**config.mk**
```make
export PLATFORM = sky130hd
export DESIGN_NAME = store_drain_buffer
export DESIGN_NICKNAME = d
export VERILOG_FILES = /design/src/rtl/store_drain_buffer.sv
export SDC_FILE = /design/constraint.sdc
export NUM_CORES = 1
export LEC_CHECK = 0
export BUFFER_PORTS_ARGS = -buffer_cell sky130_fd_sc_hd__buf_2
export CAP_MARGIN = 5
export CORE_UTILIZATION = 56
export CTS_CLUSTER_SIZE = 16
export DETAILED_ROUTE_END_ITERATION = 6
export PLACE_DENSITY = 0.84
export SYNTH_ARGS = -nofsm -noshare
export SYNTH_HDL_FRONTEND = slang
export SYNTH_SLANG_ARGS = --single-unit
```
**constraint.sdc**
```tcl
create_clock -name i_clk -period 7 [get_ports i_clk]
set_clock_uncertainty 0.1 [all_clocks]
set_input_delay 0.35 -clock i_clk [delete_from_list [all_inputs] [get_ports i_clk]]
set_output_delay 0.35 -clock i_clk [all_outputs]
set_load 0.005 [all_outputs]
```
**src/rtl/store_drain_buffer.sv**
```systemverilog
// store_drain_buffer: posted-write buffer between the core store path and the
// memory write port. Stores are queued in a DEPTH-entry circular buffer and
// drained in order, one at a time, over a req/ack handshake. The head entry is
// registered onto o_mem_* and held stable until acknowledged.
// Optional feature macro: STORE_FWD_EN (store-to-load forwarding lookup).
module store_drain_buffer #(
  parameter int AW    = 32,
  parameter int DW    = 32,
  parameter int DEPTH = 4
) (
  input  logic                       i_clk,
  input  logic                       i_areset,
  input  logic                       i_st_valid,
  input  logic [AW-1:0]              i_st_addr,
  input  logic [DW-1:0]              i_st_data,
  input  logic [DW/8-1:0]            i_st_be,
  output logic                       o_st_ready,
  output logic                       o_mem_req,
  output logic [AW-1:0]              o_mem_addr,
  output logic [DW-1:0]              o_mem_data,
  output logic [DW/8-1:0]            o_mem_be,
  input  logic                       i_mem_ack,
  output logic                       o_full,
  output logic                       o_empty,
  output logic [$clog2(DEPTH):0]     o_count,
  input  logic [AW-1:0]              i_ld_addr,
  output logic                       o_fwd_hit,
  output logic [DW-1:0]              o_fwd_data,
  output logic [DW/8-1:0]            o_fwd_be
);

  localparam int PW = $clog2(DEPTH);
  localparam int CW = PW + 1;
  localparam int BW = DW / 8;

  typedef enum logic {S_IDLE, S_REQ} state_t;

  // Control state (reset)
  state_t          state_q, state_d;
  logic [PW-1:0]   wr_ptr_q, wr_ptr_d;
  logic [PW-1:0]   rd_ptr_q, rd_ptr_d;
  logic [CW-1:0]   count_q, count_d;
  logic            mem_req_q, mem_req_d;

  // Head presentation registers (data, not reset)
  logic [AW-1:0]   mem_addr_q, mem_addr_d;
  logic [DW-1:0]   mem_data_q, mem_data_d;
  logic [BW-1:0]   mem_be_q, mem_be_d;

  // Entry storage (not cleared by reset)
  logic [AW-1:0]   entry_addr_q [DEPTH];
  logic [DW-1:0]   entry_data_q [DEPTH];
  logic [BW-1:0]   entry_be_q   [DEPTH];

  logic            full;
  logic            push;
  logic            pop;
  logic            load_head;
  logic [CW-1:0]   remain;

  assign full = (count_q == CW'(DEPTH));

  // Next-state logic: push/pop bookkeeping, drain FSM and next head selection
  always_comb begin
    push      = i_st_valid && !full;
    pop       = (state_q == S_REQ) && i_mem_ack;
    wr_ptr_d  = wr_ptr_q + PW'(push);
    rd_ptr_d  = rd_ptr_q + PW'(pop);
    count_d   = count_q + CW'(push) - CW'(pop);
    // Entries already stored that survive this cycle's pop; when none do, the
    // next head can only be the store arriving this cycle.
    remain    = count_q - CW'(pop);
    state_d   = (count_d != '0) ? S_REQ : S_IDLE;
    mem_req_d = (count_d != '0);
    // Head outputs only change when leaving IDLE or after an ack, so they stay
    // stable for the whole duration of a request.
    load_head = (state_q == S_IDLE) || pop;
    mem_addr_d = mem_addr_q;
    mem_data_d = mem_data_q;
    mem_be_d   = mem_be_q;
    if (load_head) begin
      if (remain == '0) begin
        mem_addr_d = i_st_addr;
        mem_data_d = i_st_data;
        mem_be_d   = i_st_be;
      end else begin
        mem_addr_d = entry_addr_q[rd_ptr_d];
        mem_data_d = entry_data_q[rd_ptr_d];
        mem_be_d   = entry_be_q[rd_ptr_d];
      end
    end
  end

  // Control registers with asynchronous reset
  always_ff @(posedge i_clk or posedge i_areset) begin
    if (i_areset) begin
      state_q   <= S_IDLE;
      wr_ptr_q  <= '0;
      rd_ptr_q  <= '0;
      count_q   <= '0;
      mem_req_q <= 1'b0;
    end else begin
      state_q   <= state_d;
      wr_ptr_q  <= wr_ptr_d;
      rd_ptr_q  <= rd_ptr_d;
      count_q   <= count_d;
      mem_req_q <= mem_req_d;
    end
  end

  // Head presentation registers
  always_ff @(posedge i_clk) begin
    mem_addr_q <= mem_addr_d;
    mem_data_q <= mem_data_d;
    mem_be_q   <= mem_be_d;
  end

  // Entry storage write at the write pointer
  always_ff @(posedge i_clk) begin
    if (push) begin
      entry_addr_q[wr_ptr_q] <= i_st_addr;
      entry_data_q[wr_ptr_q] <= i_st_data;
      entry_be_q[wr_ptr_q]   <= i_st_be;
    end
  end

  assign o_st_ready = !full;
  assign o_full     = full;
  assign o_empty    = (count_q == '0);
  assign o_count    = count_q;
  assign o_mem_req  = mem_req_q;
  assign o_mem_addr = mem_addr_q;
  assign o_mem_data = mem_data_q;
  assign o_mem_be   = mem_be_q;

`ifdef STORE_FWD_EN
  logic [PW-1:0] fwd_idx;

  // Forwarding lookup: scan oldest to youngest so the youngest match wins
  always_comb begin
    o_fwd_hit  = 1'b0;
    o_fwd_data = '0;
    o_fwd_be   = '0;
    fwd_idx    = '0;
    for (int k = 0; k < DEPTH; k++) begin
      fwd_idx = rd_ptr_q + PW'(k);
      if ((CW'(k) < count_q) && (entry_addr_q[fwd_idx] == i_ld_addr)) begin
        o_fwd_hit  = 1'b1;
        o_fwd_data = entry_data_q[fwd_idx];
        o_fwd_be   = entry_be_q[fwd_idx];
      end
    end
  end
`else
  logic unused_ld_addr;
  assign unused_ld_addr = ^i_ld_addr;
  assign o_fwd_hit  = 1'b0;
  assign o_fwd_data = '0;
  assign o_fwd_be   = '0;
`endif

endmodule
```
### Word level (Yosys, flattened, before mapping)

Memories as Yosys holds them, arrays and structs flattened.
Cells that the tools add are included.

* equality and inequality tests: 1
* $add $sub $neg: 5
* bitwise gates (word level): 1
* reduce and logical (&&, ||, !) cells: 7
* mux-type cells: 6

Operators with widths (count)
* two-way mux 32 bit: 2
* logical NOT 3 bit: 2
* subtractor 3 x 1 -> 3 bit: 2
* adder 2 x 1 -> 2 bit: 2
* two-way mux 4 bit: 1
* adder 3 x 1 -> 3 bit: 1
* equality test 3 bit, second input constant: 1
* two-way mux 1 bit: 3
* nonzero test 3 bit: 1
* logical AND 1 bit: 2
* logical NOT 1 bit: 1
* logical OR 1 bit: 1
* NOT 1 bit: 1

* register bits after elaboration: 77
* bits in writable memories: 272
* memories: 3
* output and inout bits: 112
* bits of input ports: 104

Memory list
* entry_addr_q: words 4, width 32, read ports 1, clocked after memory_dff 0, wr ports 1, line 51 `logic [AW-1:0] entry_addr_q [DEPTH];`
* entry_data_q: words 4, width 32, read ports 1, clocked after memory_dff 0, wr ports 1, line 52 `logic [DW-1:0] entry_data_q [DEPTH];`
* entry_be_q: words 4, width 4, read ports 1, clocked after memory_dff 0, wr ports 1, line 53 `logic [BW-1:0] entry_be_q [DEPTH];`

### Longest topological paths before layout

* depth in word-level cells: 7
* mapped depth: 9
* mapped depth without buffers: 9

### Worst setup path after synthesis

Ideal clock, no wire load.

* kind: reg2reg
* start point: reg count_q[2] (netlist: o_count[2])
* end point: mem entry_addr_q[1][0] (enable)
* data arrival time: 5.774 ns
* stages on the path, launching flop included: 4
* path slack: 0.534 ns
* path buffers: 0
* clock period less this slack: 6.466 ns
* setup time: 0.592 ns
* required time: 6.308 ns
* cells stage by stage: dfrtp_1 -> or3b_2 -> nand2_1 -> nor3b_1

* word-level cells in the longest chain between the ends: 5

RTL lines
* start: declaration: line 42 `logic [CW-1:0] count_q, count_d;`
* start signal: assignment: line 106 `count_q <= count_d;`
* equality test 3 bit: line 61 `assign full = (count_q == CW'(DEPTH));`
* logical NOT 1 bit
* named net o_st_ready: line 17 `output logic o_st_ready,`
* logical AND 1 bit: line 65 `push = i_st_valid && !full;`
* two-way mux 1 bit: line 120 `if (push) begin`
* two-way mux 1 bit (not written as such): line 121 `entry_addr_q[wr_ptr_q] <= i_st_addr;`
* end: declaration: line 51

The timed path passes the listed nets, and every way through them passes these cells.

==> flow_summary.toml <==
[cells_and_area]
layout_common_cells = "340 x edfxtp_1, 146 x buf_2, 69 x dlygate4sd3_1"
fin_nets = 921
n_antenna_cell = 0
drive_above_1_share_pct = 41.2
synthToLayoutAreaGrowth_pct = 19.8
mostFrequentLayoutCell = "edfxtp_1"

[run_status]
status = "completed"

[cts]
cts_sinks = 348
cts_tree = "yes"
cts_root_buf = "clkbuf_16"
clk_pin_slew_ns = 0.06
worstSkewPairLatency_ns = 0.50
cts_resized = 0
htreeDepth = 2
clock_path_buffers = 3
post-cts-setup-buffer-count = 0
hold_buffers = 69
cts_buffers = 35

[critical_path]
cp-startpoint = "o_mem_req"
reg2reg_to = "o_mem_data[10]"
endpoint = "o_mem_data[10]"
r2r_cells = 5
worstPathArrival_ns = 3.58
cp.required_ns = 7.14
reg2reg_from = "o_mem_req"
crit_path_max_fanout = 38
cp-start-kind = "register"
critical_path.endpoint_type = "register"
r2r_slack_ns = 3.56
path_class = "register to register"

[min_path]
hp-class = "primary input to async pin"

[timing]
fin_setup_tns_ns = 0
maxSlewHeadroom_pct = 22.9
worst_slew_pin_slew_ns = 1.16
fin_crit_ns = 3.44
postLayoutSetupSlackWorst_ns = 3.56
max_freq_ghz = 0.290
hold_viol = 0
setup_viol = 0
slew_violations = 0
finalCritPeriodShare_pct = 49.2
rsz0062_at_grt = "no"

[detailed_routing]
vias = 6291
drcViolationCount = 0
drtIter0Drc = 378
drt-vias-per-instance = 5.45
dr.pass1.iters = 4
ant_nets = 0
routed_wl_mm = 23.4
wl_per_cell_microns = 20.3

[power]
p_leak_nw = 5.75
ir_worst_vdd_mv = 0.526
power.density_mw_per_mm2 = 441

[global_route]
antenna_found_initial = 0
grt_pass1_vias = 6808
overflow = 0
grt_pass1_wl_mm = 36.4
grt_max_degree = 69
grtUsageTotal_pct = 19.8

[floorplanning]
dieHeight_microns = 157
start_util_pct = 57.2
num_rows = 56
io_pins = 216
die-area_sq_mm = 0.0247
coreArea_sq_mm = 0.0235
die_w_microns = 157

[synthesis]
synth_top_area_cell = "edfxtp_1"
yosysWarnings = 0
yosysTopAreaCellShare_pct = 75.9
syn-cell-area_sq_mm = 0.0135
yosys-top-cells-area = "edfxtp_1 76%, mux4_2 11%, mux2_2 4.0%"
ys_ff_latch = 348
yosysSeqAreaShare_pct = 77.4
syn_inst = 573
avgSynthCellArea_sq_um = 23.5
synthDistinctLibCells = 24

[placement]
numPortBuffers = 146
post-dp-hpwl_mm = 12.7
gp_congestion = 0.782
preCtsSetupSlack_ns = 3.51

[run]
maxCapViolCount = 0
==> synth_stat cells (all sizes together) <==
cell type / n
edfxtp: 340
mux2: 68
mux4: 68
buf: 59
dfrtp: 8
inv: 7
ha: 5
xnor2: 3
nor3: 2
nor3b: 2
xor2: 2
and2: 1
and3: 1
conb: 1
fa: 1
nand2: 1
nand2b: 1
nand3: 1
or3: 1
or3b: 1
==> worst max-delay path: stages, from the launching register on <==
cell,delay [ns]
dfrtp_1,0.43
and2_1,0.26
ha_4,0.71
buf_4,0.73
mux4_2,0.60
mux2_2,0.29
==> routing by layer <==
metal	part of all wire (%)	up-vias	global-route usage [%]
met3	6.1	36	3.69
met5	0	-	0
met2	51	261	33.4
met1	41	3221	26.8
met4	1.6	0	5.27
li1	-	2773	-
==> sequential cells by signal (all words and copies together) (netlist names) <==
name / cells
rd_ptr_q: 2
o_count: 3
entry_addr_q: 128
o_mem_data: 32
entry_data_q: 128
entry_be_q: 16
o_mem_be: 4
wr_ptr_q: 2
o_mem_addr: 32
o_mem_req: 1
==> worst min path at each step <==
stage | start | end | slack (ns) | cells after the start
floorplan | i_areset | o_count[0] | 0.07 | 1
global placement | i_areset | o_count[0] | 0.20 | 2
detailed placement | i_areset | o_count[1] | 0.22 | 2
CTS | i_areset | o_count[1] | 0.23 | 3
global route | i_areset | o_count[1] | 0.28 | 3
finish | i_areset | o_count[1] | 0.25 | 3
==> report_power, final <==
part           internal [mW]  switching (mW)
clock                  0.950           0.714
combinational           1.23            1.04
sequential              3.02           0.154
total                   5.20            1.91
==> logic make-up (layout without fill, tap and decap cells) <==
logic type    count (synthesis)  after routing  share of synthesized area (%)
flops                       348            348                           77.4
other cells                   1             37                         0.0279
simple gates                 11             11                          0.502
buf+inv                      66            292                           3.53
xor+xnor                      5              5                          0.326
fa+ha+maj                     6              6                          0.614
mux                         136            136                           17.6
==> final cells by class <==
cell class / count / area, sq um
clock buffers: 40 / 895
clock inverters: 21 / 119
fillers: 1450 / 7430
inverters: 7 / 26.3
multi-input cells: 195 / 2780
flip-flops and latches: 348 / 10400
well taps: 319 / 399
repair buffers: 224 / 1490
==> per-stage QoR <==
step / std cells / instance area, sq um / hold WS [ns] / power [mW] / util (%)
2_1_floorplan: 609 / 13600 / 0.0657 / 4.91 / -
3_3_place_gp: 1024 / 14400 / 0.197 / 5.40 / 61.2
3_5_place_dp: 1024 / 14400 / 0.221 / 5.50 / 61.2
4_1_cts: 1154 / 16100 / 0.230 / 7.21 / 68.4
5_1_grt: 1154 / 16100 / 0.284 / 7.47 / 68.4
6_report: 1154 / 16100 / 0.251 / 7.11 / 68.4
No activity file was read; power rests on OpenSTA's default activity.
